<file path="config.mk">
export PLATFORM = sky130hd
export DESIGN_NAME = prog_loader_flat
export DESIGN_NICKNAME = d
export VERILOG_FILES = /design/src/rtl/prog_loader_pkg.sv /design/src/rtl/prog_loader_if.sv /design/src/rtl/prog_mem.sv /design/src/rtl/prog_loader.sv /design/src/flat_wrapper.sv
export SDC_FILE = /design/constraint.sdc
export NUM_CORES = 1
export LEC_CHECK = 0
export BUFFER_PORTS_ARGS = -buffer_cell sky130_fd_sc_hd__buf_2
export CORE_ASPECT_RATIO = 1.5
export CORE_UTILIZATION = 25
export CTS_CLUSTER_DIAMETER = 30
export DETAILED_ROUTE_END_ITERATION = 12
export PLACE_DENSITY = 0.41
export SETUP_SLACK_MARGIN = 0.3
export SLEW_MARGIN = 30
export SYNTH_ARGS = -nofsm -noshare
export SYNTH_HDL_FRONTEND = slang
export SYNTH_SLANG_ARGS = --single-unit
export TNS_END_PERCENT = 5
</file>
<file path="constraint.sdc">
create_clock -name clock -period 2.9 [get_ports clock]
set_input_delay 0.435 -clock clock [delete_from_list [all_inputs] [get_ports clock]]
set_output_delay 0.435 -clock clock [all_outputs]
set_load 0.02 [all_outputs]
</file>
<file path="src/rtl/prog_loader_pkg.sv">
// prog_loader_pkg: shared types and defaults for the program loader.
//   state_e     - loader FSM state, fixed encodings IDLE=0 LOAD=1 READY=2 RUN=3
//   DEF_DATA_W  - default instruction word width
//   DEF_ADDR_W  - default program address width (depth = 2**ADDR_W)
package prog_loader_pkg;

  localparam int unsigned DEF_DATA_W = 16;
  localparam int unsigned DEF_ADDR_W = 5;

  typedef enum logic [1:0] {
    ST_IDLE  = 2'd0,
    ST_LOAD  = 2'd1,
    ST_READY = 2'd2,
    ST_RUN   = 2'd3
  } state_e;

endpackage

</file>
<file path="src/rtl/prog_loader_if.sv">
// prog_loader_if: load/fetch bus of the program loader.
//   master modport - drives load words, start request and CPU fetches
//   slave modport  - the loader; returns fetched words and status
interface prog_loader_if
  import prog_loader_pkg::*;
#(
  parameter int unsigned DATA_W = DEF_DATA_W,
  parameter int unsigned ADDR_W = DEF_ADDR_W
);

  logic [DATA_W-1:0] prog_data_in;
  logic [ADDR_W-1:0] prog_addr;
  logic              prog_write_enable;
  logic              start_execution;
  logic              fetch_valid;
  logic [ADDR_W-1:0] fetch_addr;
  logic [DATA_W-1:0] instr_out;
  logic              instr_valid;
  logic              load_done;
  logic              running;
  logic [ADDR_W:0]   prog_length;
  logic              load_error;
  logic [DATA_W-1:0] checksum;

  modport master (
    output prog_data_in, prog_addr, prog_write_enable, start_execution,
           fetch_valid, fetch_addr,
    input  instr_out, instr_valid, load_done, running, prog_length,
           load_error, checksum
  );

  modport slave (
    input  prog_data_in, prog_addr, prog_write_enable, start_execution,
           fetch_valid, fetch_addr,
    output instr_out, instr_valid, load_done, running, prog_length,
           load_error, checksum
  );

endinterface

</file>
<file path="src/rtl/prog_mem.sv">
// prog_mem: DATA_W x 2**ADDR_W program store, one write port and one
// synchronous read port. rd_data holds its value while rd_en is low.
//   clock            - rising-edge clock
//   wr_en/addr/data  - write port
//   rd_en/addr       - read request; rd_data valid the next cycle
module prog_mem #(
  parameter int unsigned DATA_W = 16,
  parameter int unsigned ADDR_W = 5
) (
  input  logic              clock,
  input  logic              wr_en,
  input  logic [ADDR_W-1:0] wr_addr,
  input  logic [DATA_W-1:0] wr_data,
  input  logic              rd_en,
  input  logic [ADDR_W-1:0] rd_addr,
  output logic [DATA_W-1:0] rd_data
);

  localparam int unsigned DEPTH = 1 << ADDR_W;

  logic [DATA_W-1:0] mem_q [DEPTH];
  logic [DATA_W-1:0] rd_data_q;

  // Storage array and read register; no reset, contents qualified by valid bits upstream
  always_ff @(posedge clock) begin
    if (wr_en) mem_q[wr_addr] <= wr_data;
    if (rd_en) rd_data_q <= mem_q[rd_addr];
  end

  assign rd_data = rd_data_q;

endmodule

</file>
<file path="src/rtl/prog_loader.sv">
// prog_loader: loads a program into prog_mem, then serves CPU fetches.
//   clock, reset - rising-edge clock, synchronous active-high reset
//   bus          - prog_loader_if.slave: load port, start request, fetch port,
//                  instr_out/instr_valid, load_done, running, prog_length,
//                  load_error, checksum
// Build option: define PROG_LOADER_CHECKSUM_EN to keep a running XOR of all
// accepted load words on checksum; otherwise checksum is tied to zero.
module prog_loader
  import prog_loader_pkg::*;
#(
  parameter int unsigned DATA_W = DEF_DATA_W,
  parameter int unsigned ADDR_W = DEF_ADDR_W
) (
  input logic         clock,
  input logic         reset,
  prog_loader_if.slave bus
);

  localparam int unsigned DEPTH = 1 << ADDR_W;
  localparam int unsigned LEN_W = ADDR_W + 1;

  state_e             state_q, state_d;
  logic [DEPTH-1:0]   valid_q, valid_d;
  logic [LEN_W-1:0]   prog_length_q, prog_length_d;
  logic               load_error_q, load_error_d;
  logic               load_done_q, load_done_d;
  logic               running_q, running_d;
  logic               instr_valid_q, instr_valid_d;
  logic               fetch_hit_q, fetch_hit_d;
  logic               wr_accept;
  logic               rd_en;
  logic [LEN_W-1:0]   addr_len;
  logic [DATA_W-1:0]  rd_data;

  // Next state, bookkeeping and fetch control
  always_comb begin
    state_d       = state_q;
    valid_d       = valid_q;
    prog_length_d = prog_length_q;
    load_error_d  = load_error_q;
    fetch_hit_d   = fetch_hit_q;
    instr_valid_d = 1'b0;
    rd_en         = 1'b0;
    wr_accept     = 1'b0;
    addr_len      = LEN_W'(bus.prog_addr) + LEN_W'(1);

    unique case (state_q)
      ST_IDLE:  if (bus.prog_write_enable) state_d = ST_LOAD;
      ST_LOAD:  if (!bus.prog_write_enable) state_d = ST_READY;
      // A write request beats a simultaneous start request
      ST_READY: begin
        if (bus.prog_write_enable)    state_d = ST_LOAD;
        else if (bus.start_execution) state_d = ST_RUN;
      end
      ST_RUN:   state_d = ST_RUN;
      default:  state_d = ST_IDLE;
    endcase

    wr_accept = bus.prog_write_enable && (state_q != ST_RUN);
    if (wr_accept) begin
      valid_d[bus.prog_addr] = 1'b1;
      if (addr_len > prog_length_q) prog_length_d = addr_len;
    end
    if (bus.prog_write_enable && (state_q == ST_RUN)) load_error_d = 1'b1;

    // Fetch hit flag masks never-written entries to a zero NOP
    if ((state_q == ST_RUN) && bus.fetch_valid) begin
      rd_en         = 1'b1;
      instr_valid_d = 1'b1;
      fetch_hit_d   = valid_q[bus.fetch_addr];
    end

    load_done_d = (state_d == ST_READY);
    running_d   = (state_d == ST_RUN);
  end

  always_ff @(posedge clock) begin
    if (reset) begin
      state_q       <= ST_IDLE;
      valid_q       <= '0;
      prog_length_q <= '0;
      load_error_q  <= 1'b0;
      load_done_q   <= 1'b0;
      running_q     <= 1'b0;
      instr_valid_q <= 1'b0;
      fetch_hit_q   <= 1'b0;
    end else begin
      state_q       <= state_d;
      valid_q       <= valid_d;
      prog_length_q <= prog_length_d;
      load_error_q  <= load_error_d;
      load_done_q   <= load_done_d;
      running_q     <= running_d;
      instr_valid_q <= instr_valid_d;
      fetch_hit_q   <= fetch_hit_d;
    end
  end

  prog_mem #(
    .DATA_W (DATA_W),
    .ADDR_W (ADDR_W)
  ) u_mem (
    .clock   (clock),
    .wr_en   (wr_accept && !reset),
    .wr_addr (bus.prog_addr),
    .wr_data (bus.prog_data_in),
    .rd_en   (rd_en && !reset),
    .rd_addr (bus.fetch_addr),
    .rd_data (rd_data)
  );

`ifdef PROG_LOADER_CHECKSUM_EN
  logic [DATA_W-1:0] checksum_q, checksum_d;

  // Running XOR of every accepted load word, duplicates included
  always_comb begin
    checksum_d = checksum_q;
    if (wr_accept) checksum_d = checksum_q ^ bus.prog_data_in;
  end

  always_ff @(posedge clock) begin
    if (reset) checksum_q <= '0;
    else       checksum_q <= checksum_d;
  end

  assign bus.checksum = checksum_q;
`else
  assign bus.checksum = '0;
`endif

  assign bus.instr_out   = fetch_hit_q ? rd_data : '0;
  assign bus.instr_valid = instr_valid_q;
  assign bus.load_done   = load_done_q;
  assign bus.running     = running_q;
  assign bus.prog_length = prog_length_q;
  assign bus.load_error  = load_error_q;

endmodule
</file>
<file path="src/flat_wrapper.sv">
// flat-port wrapper written by rule: the top's interface ports become plain ports
module prog_loader_flat import prog_loader_pkg::*;
#(
  parameter int unsigned DATA_W = DEF_DATA_W,
  parameter int unsigned ADDR_W = DEF_ADDR_W
)
  (clock, reset, bus_prog_data_in, bus_prog_addr, bus_prog_write_enable, bus_start_execution, bus_fetch_valid, bus_fetch_addr, bus_instr_out, bus_instr_valid, bus_load_done, bus_running, bus_prog_length, bus_load_error, bus_checksum);
  prog_loader_if #(.DATA_W(DATA_W), .ADDR_W(ADDR_W)) bus_i ();
  input logic clock;
  input logic reset;
  input wire logic [$bits(bus_i.prog_data_in)-1:0] bus_prog_data_in;
  input wire logic [$bits(bus_i.prog_addr)-1:0] bus_prog_addr;
  input wire logic [$bits(bus_i.prog_write_enable)-1:0] bus_prog_write_enable;
  input wire logic [$bits(bus_i.start_execution)-1:0] bus_start_execution;
  input wire logic [$bits(bus_i.fetch_valid)-1:0] bus_fetch_valid;
  input wire logic [$bits(bus_i.fetch_addr)-1:0] bus_fetch_addr;
  output wire logic [$bits(bus_i.instr_out)-1:0] bus_instr_out;
  output wire logic [$bits(bus_i.instr_valid)-1:0] bus_instr_valid;
  output wire logic [$bits(bus_i.load_done)-1:0] bus_load_done;
  output wire logic [$bits(bus_i.running)-1:0] bus_running;
  output wire logic [$bits(bus_i.prog_length)-1:0] bus_prog_length;
  output wire logic [$bits(bus_i.load_error)-1:0] bus_load_error;
  output wire logic [$bits(bus_i.checksum)-1:0] bus_checksum;
  assign bus_i.prog_data_in = bus_prog_data_in;
  assign bus_i.prog_addr = bus_prog_addr;
  assign bus_i.prog_write_enable = bus_prog_write_enable;
  assign bus_i.start_execution = bus_start_execution;
  assign bus_i.fetch_valid = bus_fetch_valid;
  assign bus_i.fetch_addr = bus_fetch_addr;
  assign bus_instr_out = bus_i.instr_out;
  assign bus_instr_valid = bus_i.instr_valid;
  assign bus_load_done = bus_i.load_done;
  assign bus_running = bus_i.running;
  assign bus_prog_length = bus_i.prog_length;
  assign bus_load_error = bus_i.load_error;
  assign bus_checksum = bus_i.checksum;
  prog_loader #(.DATA_W(DATA_W), .ADDR_W(ADDR_W)) u_core (.clock(clock), .reset(reset), .bus(bus_i));
endmodule
</file>
==> results of run 1 <==
power breakdown:
group,switching (mW),total [mW],internal [mW]
clock network,4.04,11.2,7.20
logic,0.524,0.916,0.392
registers,0.0183,9.10,9.08
total,4.58,21.3,16.7
per-layer routing:
layer  vias up  track usage, %  part of all wire (%)
met5         -               0                 0.023
li1       4644               -                     -
met2       229            23.0                    54
met4         2            4.18                   2.0
met1      5755            15.3                    41
met3        80            2.46                   3.6
logic make-up (layout without fill, tap and decap cells):
kind of cell	after synthesis	in the layout	share of synthesized area, %
adders and majority gates	11	11	0.616
muxes	190	190	18.1
xor gates and xnor gates	3	3	0.118
and+or+nand+nor	97	97	2.11
AOI/OAI and AO/OA	52	52	1.53
DFF	573	573	75.0
other	1	17	0.0168
buffers and inverters	115	344	2.54
stage by stage:
stage | setup WS (ps) | std cells | util [%]
2_1_floorplan | 320 | 1057 | -
3_3_place_gp | 184 | 2265 | 28.2
3_5_place_dp | 154 | 2265 | 28.2
4_1_cts | 345 | 2433 | 31.9
5_1_grt | 356 | 2433 | 31.9
6_report | 474 | 2434 | 31.9
worst register-to-register path, stage by stage (launching register included):
cell and delay [ps]:
dfxtp_1 360, and2_1 250, nor3_1 390, nand2_1 120, buf_4 240, nor2_2 150, buf_4 270
synth_stat cells, types with 2 or more instances:
library cell and n:
a21oi_1 6, and2_1 17, and3_1 2, buf_1 6, buf_2 9, buf_4 16
buf_6 2, buf_8 3, clkbuf_1 36, clkinv_1 2, dfxtp_1 45, edfxtp_1 528
ha_1 11, inv_1 38, inv_2 2, mux2_2 17, mux2i_1 8, mux4_1 13
mux4_2 152, nand2_1 13, nand3_1 4, nand3b_1 3, nand4_1 2, nor2_1 44
nor2b_1 3, nor3_1 3, o2111ai_1 5, o21ai_0 2, o22ai_1 31, xnor2_1 2
path summary, 6_finish.rpt:
check | endpoint | slack [ps] | cells past startpoint
max reg2reg | u_core.u_mem.mem_q[23][9] | 800 | 6
min | u_core.bus.prog_length[0] | 80 | 2
min reg2reg | u_core.valid_q[31] | 450 | 2
max | bus_instr_out[4] | 470 | 3
state kept, by name (all words and copies together), names as in the netlist:
register and flops:
u_core.u_mem.mem_q 512, u_core.valid_q 32, u_core.u_mem.rd_data 16, u_core.bus.prog_length 6, u_core.state_q 2, u_core.bus.instr_valid 1, u_core.bus.load_done 1, u_core.bus.load_error 1
u_core.bus.running 1, u_core.fetch_hit_q 1
cell type report:
class	count	share of cell area (%)
inverters	42	0.561
well taps	1147	5.11
clock inverters	62	2.67
repair buffers	135	4.84
multi-input cells	369	18.4
flip-flops and latches	573	59.7
clock buffers	105	8.71
diodes	1	0.00891
==> reports/qor.txt, run 1 <==
Seq/Total Area, Yosys = 75.0%
crit-path cells = buf_4 -> and2_1 -> buf_2
H-tree depth = 3
CTS Buffer Depth = 3
first-pass GRT wire length = 83100 um
initial antenna violation count = 3
CP bufs+invs = 2
cell area after layout = 28100 um^2
setup TNS = 0 ps
P_leak = 9.05 nW
Async SR Flop Fraction = 0%
# Max-Cap Violations = 0
mapped cell area = 22300 um^2
kind of critical path = reg2out
Routed wire per std cell = 23.3 um
top post-synthesis cells by area = edfxtp_1 (71%), mux4_2 (15%), dfxtp_1 (4.0%)
final hold vios = 0
WHS = 82.4 ps
RSZ-0062 raised after global routing = false
total CTS buffers = 92
layout cell share with drive strength beyond 1 = 38.2%
largest net degree at the start of global routing = 48
GR Overflow Total = 0
CP startpoint kind = register
final clock period utilization by the worst path = 83.6%
endpoints failing setup = 0
CTS tree = done
Cell Pwr Density = 757 nW/um^2
post-cts sizing count = 0
Post-Synthesis Cells = 1042
min-delay src = bus_prog_addr[0]
WL final = 56800 um
Synth warnings = 0
Worst IR Drop VDD = 447 uV
routability cong. = 0.699
HP Class = in2reg
DRT Pass-1 Iters = 5
Crit-path slowest cell = dfxtp_1
syn avg cell area = 21.4 um^2
crit-path max FO = 8
Clk pin slew, worst setup/hold paths = 60 ps
Final Slew Violations = 0
r2r startpoint = u_core.state_q[1]
maximum clock rate = 0.412 GHz
Worst-Margin Slew = 702 ps
number of enable flip-flop cells after synthesis = 528
initial cell density of the core = 25.4%
die width = 246 um
multi-input combinational cell area = 5170 um^2
WP data required = 2470 ps
Worst path max stage delay = 650 ps
crit path time final = 2430 ps
most frequent cells in the layout = edfxtp_1 (528), mux4_2 (152), clkbuf_16 (96)
# hold bufs at CTS = 1
Layout fillers = 8370
DRC Markers = 0
Die ar. = 90600 um^2
root cell of the clock tree = clkbuf_16
I/O pin cnt = 73
Layout area overhead = 25.7%
Setup Buffers After CTS = 0
Final Skew = 27.6 ps
Post-DP Area = 24900 um^2
Slew headroom = 53.2%
via count = 10700
ys flop type = edfxtp_1
worst setup path start = u_core.fetch_hit_q
Post-DRT Antenna Nets = 0
die height = 368 um
via/cell ratio = 4.40
most area-hungry cell type in the Yosys netlist = edfxtp_1
endpoint class of the critical path = output port
Pwr Total = 21.3 mW
vias in the first global route = 11800
DR iter-0 viols = 684
core box area = 88000 um^2
synth unique cells = 47
PortBufs = 56
CTS Sinks = 573
worst skew pair latency = 650 ps
HPWL after DPL = 35500 um
All-Layer GR Usage = 12.9%
register bit total from synthesis = 573
CP Data Arrival Time = 1990 ps
Synth top area share = 71.0%
commonest non-fill, non-tap cell in the layout = edfxtp_1
Top delay family on crit path = flip-flops
row count = 133
Seq. cell area = 16800 um^2
nets@finish = 1255
status = finished, final reports clean
Note: power is estimated with default switching activity, not from simulation.
==> run 2: changes to the inputs <==
Settings changed: ABC_AREA set to 1, PLACE_DENSITY 0.41 to 0.42.
Clock period 2.9 ns to 2 ns, I/O delays scaled along.
==> run 2 against run 1 <==
Net effect: synthesized cell count grew 78%; via count up 46%; synthesized area increased by 3.1%; global-route usage increased by 2.5 points; register-to-register slack lost 740 ps; count of clock-buffer cells in the layout up 13; cell area up 8.6%; combinational power grew 120%; sequential share of layout area fell by 4.7 points; clock power grew 52%; clock skew fell by 2.6 ps; wire length up 29%; largest power group unchanged; highest routed layer is now met4.
==> reports/qor.txt, run 2 <==
multi-input combinational cell area = 5790 um^2
routability cong. = 0.786
Slew headroom = 49.2%
ys flop type = edfxtp_1
CTS Sinks = 573
crit-path max FO = 16
DR iter-0 viols = 1167
r2r startpoint = u_core.state_q[1]
Synth warnings = 0
most frequent cells in the layout = edfxtp_1 (528), nor2_1 (327), o21ai_0 (202)
count leader, synth = edfxtp_1
Die ar. = 93400 um^2
Post-DRT Antenna Nets = 0
largest family of logic cells by synthesized area = compound AO/OA/AOI/OAI gates
sink of the worst hold path = u_core.bus.load_error
register bit total from synthesis = 573
CP Data Arrival Time = 2280 ps
WP data required = 2330 ps
DRC Markers = 0
core box area = 91400 um^2
I/O pin cnt = 73
kind of critical path = reg2reg
initial antenna violation count = 2
GR Overflow Total = 0
largest net degree at the start of global routing = 66
endpoint class of the critical path = register
HPWL after DPL = 42400 um
hold path depth = 4
layout cell share with drive strength beyond 1 = 23.5%
met1 GRT Util = 17.8%
met3 Use GR = 2.77%
DP Cell Count = 3107
worst setup path start = u_core.state_q[1]
CTS Buffer Depth = 3
xor-xnor portion of the synthesized cell area = 0.0761%
Clk pin slew, worst setup/hold paths = 50 ps
reg-to-reg critical path endpoint = u_core.u_mem.mem_q[1][13]
via count = 15700
met2 GRT Util = 27.8%
Seq. cell area = 16800 um^2
min-delay src = bus_prog_write_enable
initial cell density of the core = 25.2%
Worst IR Drop VDD = 656 uV
simple-gate share of the synthesized area = 10.7%
number of enable flip-flop cells after synthesis = 528
maximum clock rate = 0.514 GHz
All-Layer GR Usage = 15.4%
Async SR Flop Fraction = 0%
Place WS = -217 ps
synth unique cells = 28
post-synthesis mux area share = 0%
# Max-Cap Violations = 0
PortBufs = 56
P_leak = 10.6 nW
RSZ-0062 raised after global routing = true
top post-synthesis cells by area = edfxtp_1 (69%), nor2_1 (5.9%), o21ai_0 (4.5%)
Comb pwr share = 6.2%
Reg with most FFs = u_core.u_mem.mem_q
via/cell ratio = 4.69
Synth Area in Compound Gates = 11.4%
P_int = 24.8 mW
most area-hungry cell type in the Yosys netlist = edfxtp_1
Sw Pwr = 7.49 mW
WL final = 73100 um
first-pass GRT wire length = 106000 um
final clock period utilization by the worst path = 97.2%
syn avg cell area = 12.4 um^2
row count = 136
H-tree depth = 3
Final Slew Violations = 0
Routed wire per std cell = 21.9 um
Worst Slack Setup Final = 56.0 ps
Worst-Margin Slew = 762 ps
HP Class = in2reg
GR peak layer = met2
Clk network pwr share = 52.8%
final hold vios = 0
nets@finish = 2121
status = finished, final reports clean
Pwr Total = 32.3 mW
sw frac = 23.2%
die width = 250 um
CTS tree = done
die height = 374 um
reg2reg path depth = 12
cell area after layout = 30500 um^2
Synth top area share = 68.8%
Layout area overhead = 32.4%
Post-Synthesis Cells = 1858
vias in the first global route = 16100
crit path time final = 1940 ps
Post-synth top cells = edfxtp_1 (528), nor2_1 (363), o21ai_0 (208), nand2_1 (149), nand3_1 (101)
endpoints failing setup = 0
total CTS buffers = 103
mapped cell area = 23000 um^2
root cell of the clock tree = clkbuf_16
reg-to-reg slack, setup = 60 ps
Cell Pwr Density = 1060 nW/um^2
non-filler cells, final = 3342
Seq/Total Area, Yosys = 72.8%
Layout fillers = 8869
Post-DP Area = 26200 um^2
max reg flops = 512
worst skew pair latency = 650 ps
commonest non-fill, non-tap cell in the layout = edfxtp_1
Synth Area in Adders = 0.598%
Flop pwr share = 41.1%
CP startpoint kind = register
Final Skew = 25.0 ps
DRT Pass-1 Iters = 5
-- run 2: metrics by stage --
step	util, %	hold slack, ps	TNS, ps
after detailed placement	28.7	463	-1180
after floorplan	-	399	0
after global placement	28.7	447	-1130
after CTS	32.8	33.0	0
after global routing	33.4	86.9	-165
final	33.4	86.0	0
-- run 2: how the worst max path moves through the flow --
stage / endpoint / slack (ps) / cells past startpoint
after detailed placement: u_core.bus.prog_length[5] / -220 / 11
final: u_core.u_mem.mem_q[1][13] / 60 / 12
after global routing: u_core.u_mem.mem_q[9][10] / -10 / 12
after global placement: u_core.bus.prog_length[5] / -200 / 12
after floorplan: u_core.bus.prog_length[1] / 100 / 13
after CTS: u_core.u_mem.mem_q[20][13] / 120 / 11
-- run 2: final cells by class --
class / count / area share (%)
timing repair buffer: 244 / 9.01
multi-input combinational: 1082 / 19.0
inverter: 75 / 0.997
clock buffer: 118 / 8.64
sequential: 573 / 55.0
antenna: 2 / 0.0164
clock inverter: 75 / 2.56
tap: 1173 / 4.81
-- run 2: critical path, stage by stage (launching register included) --
cell     delay, ps
dfxtp_2        330
nand2_2         90
inv_2           60
nor2_4         120
inv_2           60
nor2_4         110
buf_6          130
buf_6          100
nand2_4         40
buf_12         140
buf_12         150
nor2_4         110
buf_12         180
-- run 2: what timing repair did --
item	in CTS	in global routing
gates resized for setup	21	123
endpoints found under the hold margin	3	0
setup buffers	24	8
setup endpoints to repair	518	538
pin swaps	6	42
cloned	3	2
hold buffers	3	0
-- run 2: metal layers --
metal	vias up	share of wire, %
li1	7238	-
met1	7843	39
met2	454	52
met3	124	4.9
met4	0	3.5
met5	-	0
-- run 2: logic make-up after synthesis --
logic type / Yosys count
XOR/XNOR: 2
AND/OR/NAND/NOR: 618
flip-flops: 573
AO/OA/AOI/OAI: 435
other: 1
buffers and inverters: 218
adder cells (fa/ha/maj): 11
-- run 2: power by group through the flow --
stage | logic [mW] | clock network (mW) | registers, mW
after detailed placement | 1.92 | 0 | 13.5
final | 2.00 | 17.0 | 13.3
after floorplan | 1.01 | 0 | 13.5
after global placement | 1.90 | 0 | 13.5
after global routing | 2.19 | 17.9 | 13.3
after CTS | 1.96 | 17.4 | 13.3
